[config.mk]
export PLATFORM = sky130hd
export DESIGN_NAME = i2s_sample_sync
export DESIGN_NICKNAME = d
export VERILOG_FILES = /design/src/rtl/i2s_sample_sync.sv
export SDC_FILE = /design/constraint.sdc
export NUM_CORES = 1
export LEC_CHECK = 0
export ABC_AREA = 1
export BUFFER_PORTS_ARGS = -buffer_cell sky130_fd_sc_hd__buf_2
export CORE_ASPECT_RATIO = 1.2
export CORE_MARGIN = 2
export CORE_UTILIZATION = 25
export CTS_CLUSTER_DIAMETER = 100
export DETAILED_ROUTE_END_ITERATION = 16
export PLACE_DENSITY = 0.5
export RECOVER_POWER = 50
export SYNTH_ARGS = -nofsm -noshare
export SYNTH_HDL_FRONTEND = slang
export SYNTH_SLANG_ARGS = --single-unit
[constraint.sdc]
create_clock -name clk -period 3.5 [get_ports clk]
set_input_delay 0.7 -clock clk [delete_from_list [all_inputs] [get_ports clk]]
set_output_delay 0.7 -clock clk [all_outputs]
set_load 0.005 [all_outputs]
[src/rtl/i2s_sample_sync.sv]
`default_nettype none
// ============================================================================
// Module   : i2s_sample_sync
// Purpose  : Tags I2S receive words as left/right, converts 24-bit samples to
//            16-bit signed, pairs them into stereo frames and buffers the
//            frames in a small FIFO behind a valid/ready handshake.
// Options  : I2S_SAMPLE_SYNC_ROUND_EN - round half-up with saturation instead
//            of plain truncation.
// Revision : 1.0 - initial release
// ============================================================================
module i2s_sample_sync #(
  parameter int DEPTH   = 4,
  parameter int LEFT_WS = 1
) (
  input  logic        clk,
  input  logic        reset,
  input  logic        l_r_clk,
  input  logic [31:0] rx_data,
  input  logic        rx_valid,
  input  logic        out_ready,
  input  logic        clear,
  output logic [15:0] out_left,
  output logic [15:0] out_right,
  output logic        out_valid,
  output logic        overflow,
  output logic        slip
);

  localparam int         c_aw  = $clog2(DEPTH);
  localparam logic [c_aw:0] c_one = {{c_aw{1'b0}}, 1'b1};

  typedef enum logic [0:0] {
    WAIT_L = 1'b0,
    HAVE_L = 1'b1
  } state_t;

  state_t             r_state;
  logic [15:0]        r_left_hold;
  logic [31:0]        r_mem [DEPTH];
  logic [c_aw:0]      r_wr_ptr;
  logic [c_aw:0]      r_rd_ptr;
  logic [15:0]        r_out_left;
  logic [15:0]        r_out_right;
  logic               r_overflow;
  logic               r_slip;

  logic [15:0]        w_y;
  logic               w_is_left;
  logic               w_push;
  logic               w_pop;
  logic               w_full;
  logic               w_empty;
  logic               w_write;
  logic               w_ovf_evt;
  logic               w_slip_evt;
  logic [31:0]        w_frame;
  logic [c_aw:0]      w_wr_next;
  logic [c_aw:0]      w_rd_next;
  logic               w_unused_bits;

  // Sample conversion from 24-bit signed to 16-bit signed.
`ifdef I2S_SAMPLE_SYNC_ROUND_EN
  logic [24:0] w_sum;
  logic [16:0] w_rnd;
  assign w_sum = {rx_data[23], rx_data[23:0]} + 25'h000080;
  assign w_rnd = w_sum[24:8];
  // A positive result with bit 15 set is above 32767; negatives cannot overflow.
  assign w_y   = (!w_rnd[16] && w_rnd[15]) ? 16'h7FFF : w_rnd[15:0];
  assign w_unused_bits = ^{rx_data[31:24], w_sum[7:0]};
`else
  assign w_y   = rx_data[23:8];
  assign w_unused_bits = ^{rx_data[31:24], rx_data[7:0]};
`endif

  assign w_is_left  = (l_r_clk == LEFT_WS[0]);
  assign w_push     = rx_valid && (r_state == HAVE_L) && !w_is_left;
  assign w_slip_evt = rx_valid && (((r_state == WAIT_L) && !w_is_left) ||
                                   ((r_state == HAVE_L) &&  w_is_left));
  assign w_frame    = {r_left_hold, w_y};

  assign w_empty   = (r_wr_ptr == r_rd_ptr);
  assign w_full    = (r_wr_ptr[c_aw] != r_rd_ptr[c_aw]) &&
                     (r_wr_ptr[c_aw-1:0] == r_rd_ptr[c_aw-1:0]);
  assign w_pop     = !w_empty && out_ready;
  // A pop frees a slot in the same cycle, so a full FIFO still accepts a push.
  assign w_write   = w_push && (!w_full || w_pop);
  assign w_ovf_evt = w_push && w_full && !w_pop;
  assign w_wr_next = w_write ? (r_wr_ptr + c_one) : r_wr_ptr;
  assign w_rd_next = w_pop   ? (r_rd_ptr + c_one) : r_rd_ptr;

  // Left/right pairing state machine with the held left sample.
  always_ff @(posedge clk) begin
    if (reset) begin
      r_state     <= WAIT_L;
      r_left_hold <= 16'h0000;
    end else if (rx_valid) begin
      case (r_state)
        WAIT_L: begin
          if (w_is_left) begin
            r_left_hold <= w_y;
            r_state     <= HAVE_L;
          end
        end
        HAVE_L: begin
          if (w_is_left) begin
            r_left_hold <= w_y;
          end else begin
            r_state     <= WAIT_L;
          end
        end
        default: r_state <= WAIT_L;
      endcase
    end
  end

  // Frame storage; contents need no reset because the pointers gate them.
  always_ff @(posedge clk) begin
    if (!reset && w_write) begin
      r_mem[r_wr_ptr[c_aw-1:0]] <= w_frame;
    end
  end

  // Read/write pointers with an extra wrap bit to tell full from empty.
  always_ff @(posedge clk) begin
    if (reset) begin
      r_wr_ptr <= '0;
      r_rd_ptr <= '0;
    end else begin
      r_wr_ptr <= w_wr_next;
      r_rd_ptr <= w_rd_next;
    end
  end

  // Registered head frame; it is refreshed only while the next state is
  // non-empty so the outputs hold their last value once the FIFO drains.
  always_ff @(posedge clk) begin
    if (reset) begin
      r_out_left  <= 16'h0000;
      r_out_right <= 16'h0000;
    end else if (w_rd_next != w_wr_next) begin
      if (w_write && (w_rd_next == r_wr_ptr)) begin
        r_out_left  <= w_frame[31:16];
        r_out_right <= w_frame[15:0];
      end else begin
        r_out_left  <= r_mem[w_rd_next[c_aw-1:0]][31:16];
        r_out_right <= r_mem[w_rd_next[c_aw-1:0]][15:0];
      end
    end
  end

  // Sticky flags; a set event in the same cycle as clear wins.
  always_ff @(posedge clk) begin
    if (reset) begin
      r_overflow <= 1'b0;
      r_slip     <= 1'b0;
    end else begin
      if (w_ovf_evt)       r_overflow <= 1'b1;
      else if (clear)      r_overflow <= 1'b0;
      if (w_slip_evt)      r_slip     <= 1'b1;
      else if (clear)      r_slip     <= 1'b0;
    end
  end

  assign out_left  = r_out_left;
  assign out_right = r_out_right;
  assign out_valid = !w_empty;
  assign overflow  = r_overflow;
  assign slip      = r_slip;

endmodule
`default_nettype wire
==> impl_metrics.toml <==
[run_status]
outcome = "complete, no violations"

[global_route]
grt_pass1_wl_um = 35900
grtUsageMet2 = 0.200
grt_pass1_vias = 6140
grt_max_degree = 50
gr-usage-met1 = 0.185
antenna_found_initial = 0
track_usage = 0.130
grt-busiest-layer = "met2"
grt_use_met3 = 0.0258
grt_overflow_total = 0

[logic_synthesis]
synth_most_common_cell = "nand2_1"
synth_top_family_by_area = "simple AND/OR/NAND/NOR gates"
async_reset_ff_frac = 0
synth_adder_area_share = 0.00724
synth_cells = 1021
ys_types = 25
yosys-top-cells-count = "264 x nand2_1, 189 x inv_1, 140 x nand3_1"
synthTopCellsByArea = "edfxtp_1 44%, dfxtp_1 13%, nand2_1 11%, inv_1 8.2%, nand3_1 8.1%"
seq_area_frac_synth = 0.577
synth_warnings = 0
synth-edff-count = 128
synth_xor_xnor_area_share = 0.00101
synth_top_cell_area_share = 0.445
syn_area_um2 = 8640
synth-compound-area-share = 0.0133
synth-seq-cells = 185
ys.flop_type = "edfxtp_1"
synthMuxAreaShare = 0
synth.largest_area_cell = "edfxtp_1"
yosys.area_share.simple = 0.285
avgSynthCellArea_um2 = 8.47
synth_nets = 1064

[timing]
whs_ps = 473
fin_skew_ps = 7.75
rsz0062_at_grt = "false"
worst_pin_slew_ps = 1060
setup_viol = 0
slew_headroom = 0.293
max_freq_mhz = 354
finalHoldViolations = 0
fin_crit_ps = 2830
setup_tns_ps = 0
fin_crit_sh = 0.808
maxSlewViolCount = 0

[cells_and_area]
nets = 1112
syn_to_final_growth_pct = 14.6
post_layout_nonfiller_instances = 1538
n_antenna_cell = 0
drive_gt1_frac = 0.0970

[worst_setup_path]
path_class = "reg -> reg"
cpMaxStageDelayCell = "dfxtp_1"
crit_top_cell = "nand2_2"
rrSetupSlack_ps = 670
worstPathRequired_ps = 3880
cp_cell_sequence = "inv_1 -> nand2_1 -> nand2_1 -> nand3_1 -> nand2_4 -> nand2_2 -> nand2_2 -> buf_4 -> nand3_1 -> nand2_2 -> nand3_4 -> inv_4 -> nor2_1 -> nor2_1"
crit_path_end_kind = "flop"
cp.arrival_ps = 3200
crit_path_start_kind = "flop"
worstPathMaxFanout = 22
cpPeakStageDelay_ps = 370

[clock_tree]
ctsHoldBuffers = 0
htree_levels = 4
cts_tree = "built"
root_buffer = "clkbuf_16"
cts-resized-gates = 0
clock_latency_ps = 430
cts.sink_count = 185
cts_buffers = 17
clockBufferDepth = 2
clkTransAtPathRegs_ps = 70
cts_setup_buffers = 0

[detailed_routing]
vias = 6538
routed_wl_um = 23100
viasPerCell = 4.25
wire_per_inst_um = 15.0
drt_iter0_drc = 483
drt_pass1_iterations = 6
drc = 0
ant_nets = 0

[placed_design]
globalplace.congestion = 0.790
placed_cells = 1506
dp.final_hpwl_um = 13200
port_buffers = 56

[hold_path]
hp-class = "reg -> reg"

[floorplan]
die_y_um = 208
start_util = 0.254
dieArea_um2 = 36100
fp.dieW_um = 174
ios = 73
placement_rows = 74
fp.coreArea_um2 = 34100

[power_and_ir_drop]
vdd_drop_max_uv = 319
power_density_nw_per_um2 = 601
leakage_nw = 4.51

[run]
drv_cap = 0
-- registers in the layout, summed over array words and instances, names as in the netlist --
signal,cells
out_left,16
out_right,16
overflow,1
r_left_hold,16
r_mem,128
r_rd_ptr,3
r_state,1
r_wr_ptr,3
slip,1
-- worst paths after layout --
path | end | from | cells past startpoint
setup / recovery | out_right[9] | r_wr_ptr[0] | 14
hold / removal | overflow | overflow | 2
setup reg to reg | out_right[9] | r_wr_ptr[0] | 14
hold reg to reg | overflow | overflow | 2
-- per-layer routing --
layer | part of all wire | wire, µm
met5 | 0 | 0
met4 | 0.012 | 268
met3 | 0.045 | 1040
met2 | 0.44 | 10200
met1 | 0.50 | 11500
-- critical path, delay by kind of cell, from the launching register on --
family        cells  cell delay (ps)
simple gates     11             1600
buf+inv           3              770
flops             1              370
-- final cells by class --
cell class | count | area (µm²)
Timing Repair Buffer | 78 | 408
Multi-Input combinational cell | 591 | 2660
Tap cell | 456 | 571
Fill cell | 3693 | 24200
Clock buffer | 18 | 429
Inverter | 196 | 738
Sequential cell | 185 | 4980
Clock inverter | 14 | 124
-- per-stage QoR --
step | util | setup WS, ps | power [mW] | instance area [µm²]
finish | 0.291 | 673 | 5.96 | 9910
global route | 0.291 | 474 | 6.32 | 9910
CTS | 0.293 | 900 | 6.03 | 9970
detailed placement | 0.276 | 575 | 4.19 | 9420
global placement | 0.276 | 577 | 4.19 | 9420
floorplan | - | 382 | 3.68 | 8640
-- cell families (layout without fill, tap and decap cells) --
group,count (synthesis),after routing
and+or+nand+nor,562,562
buffers and inverters,245,306
DFF,185,185
AOI/OAI and AO/OA,23,23
adders and majority gates,5,5
xor gates and xnor gates,1,1
-- layout by cell type (no fill, tap or decap), types with 18 or more instances in the layout --
| master | Yosys | routed |
|---|---|---|
| buf_2 | 19 | 29 |
| inv_1 | 189 | 189 |
| nand4_1 | 33 | 33 |
| nand3_1 | 140 | 141 |
| o21ai_0 | 18 | 18 |
| nand2_1 | 264 | 266 |
| dfxtp_1 | 57 | 57 |
| buf_4 | 6 | 21 |
| edfxtp_1 | 128 | 128 |
| clkbuf_1 | 12 | 29 |
| nor2_1 | 106 | 103 |
-- power breakdown --
part	internal [mW]	switching, mW
Combinational	0.505	1.04
Clock	0.983	0.856
Sequential	2.48	0.0893
Total	3.97	1.98
No activity file was read; power rests on OpenSTA's default activity.
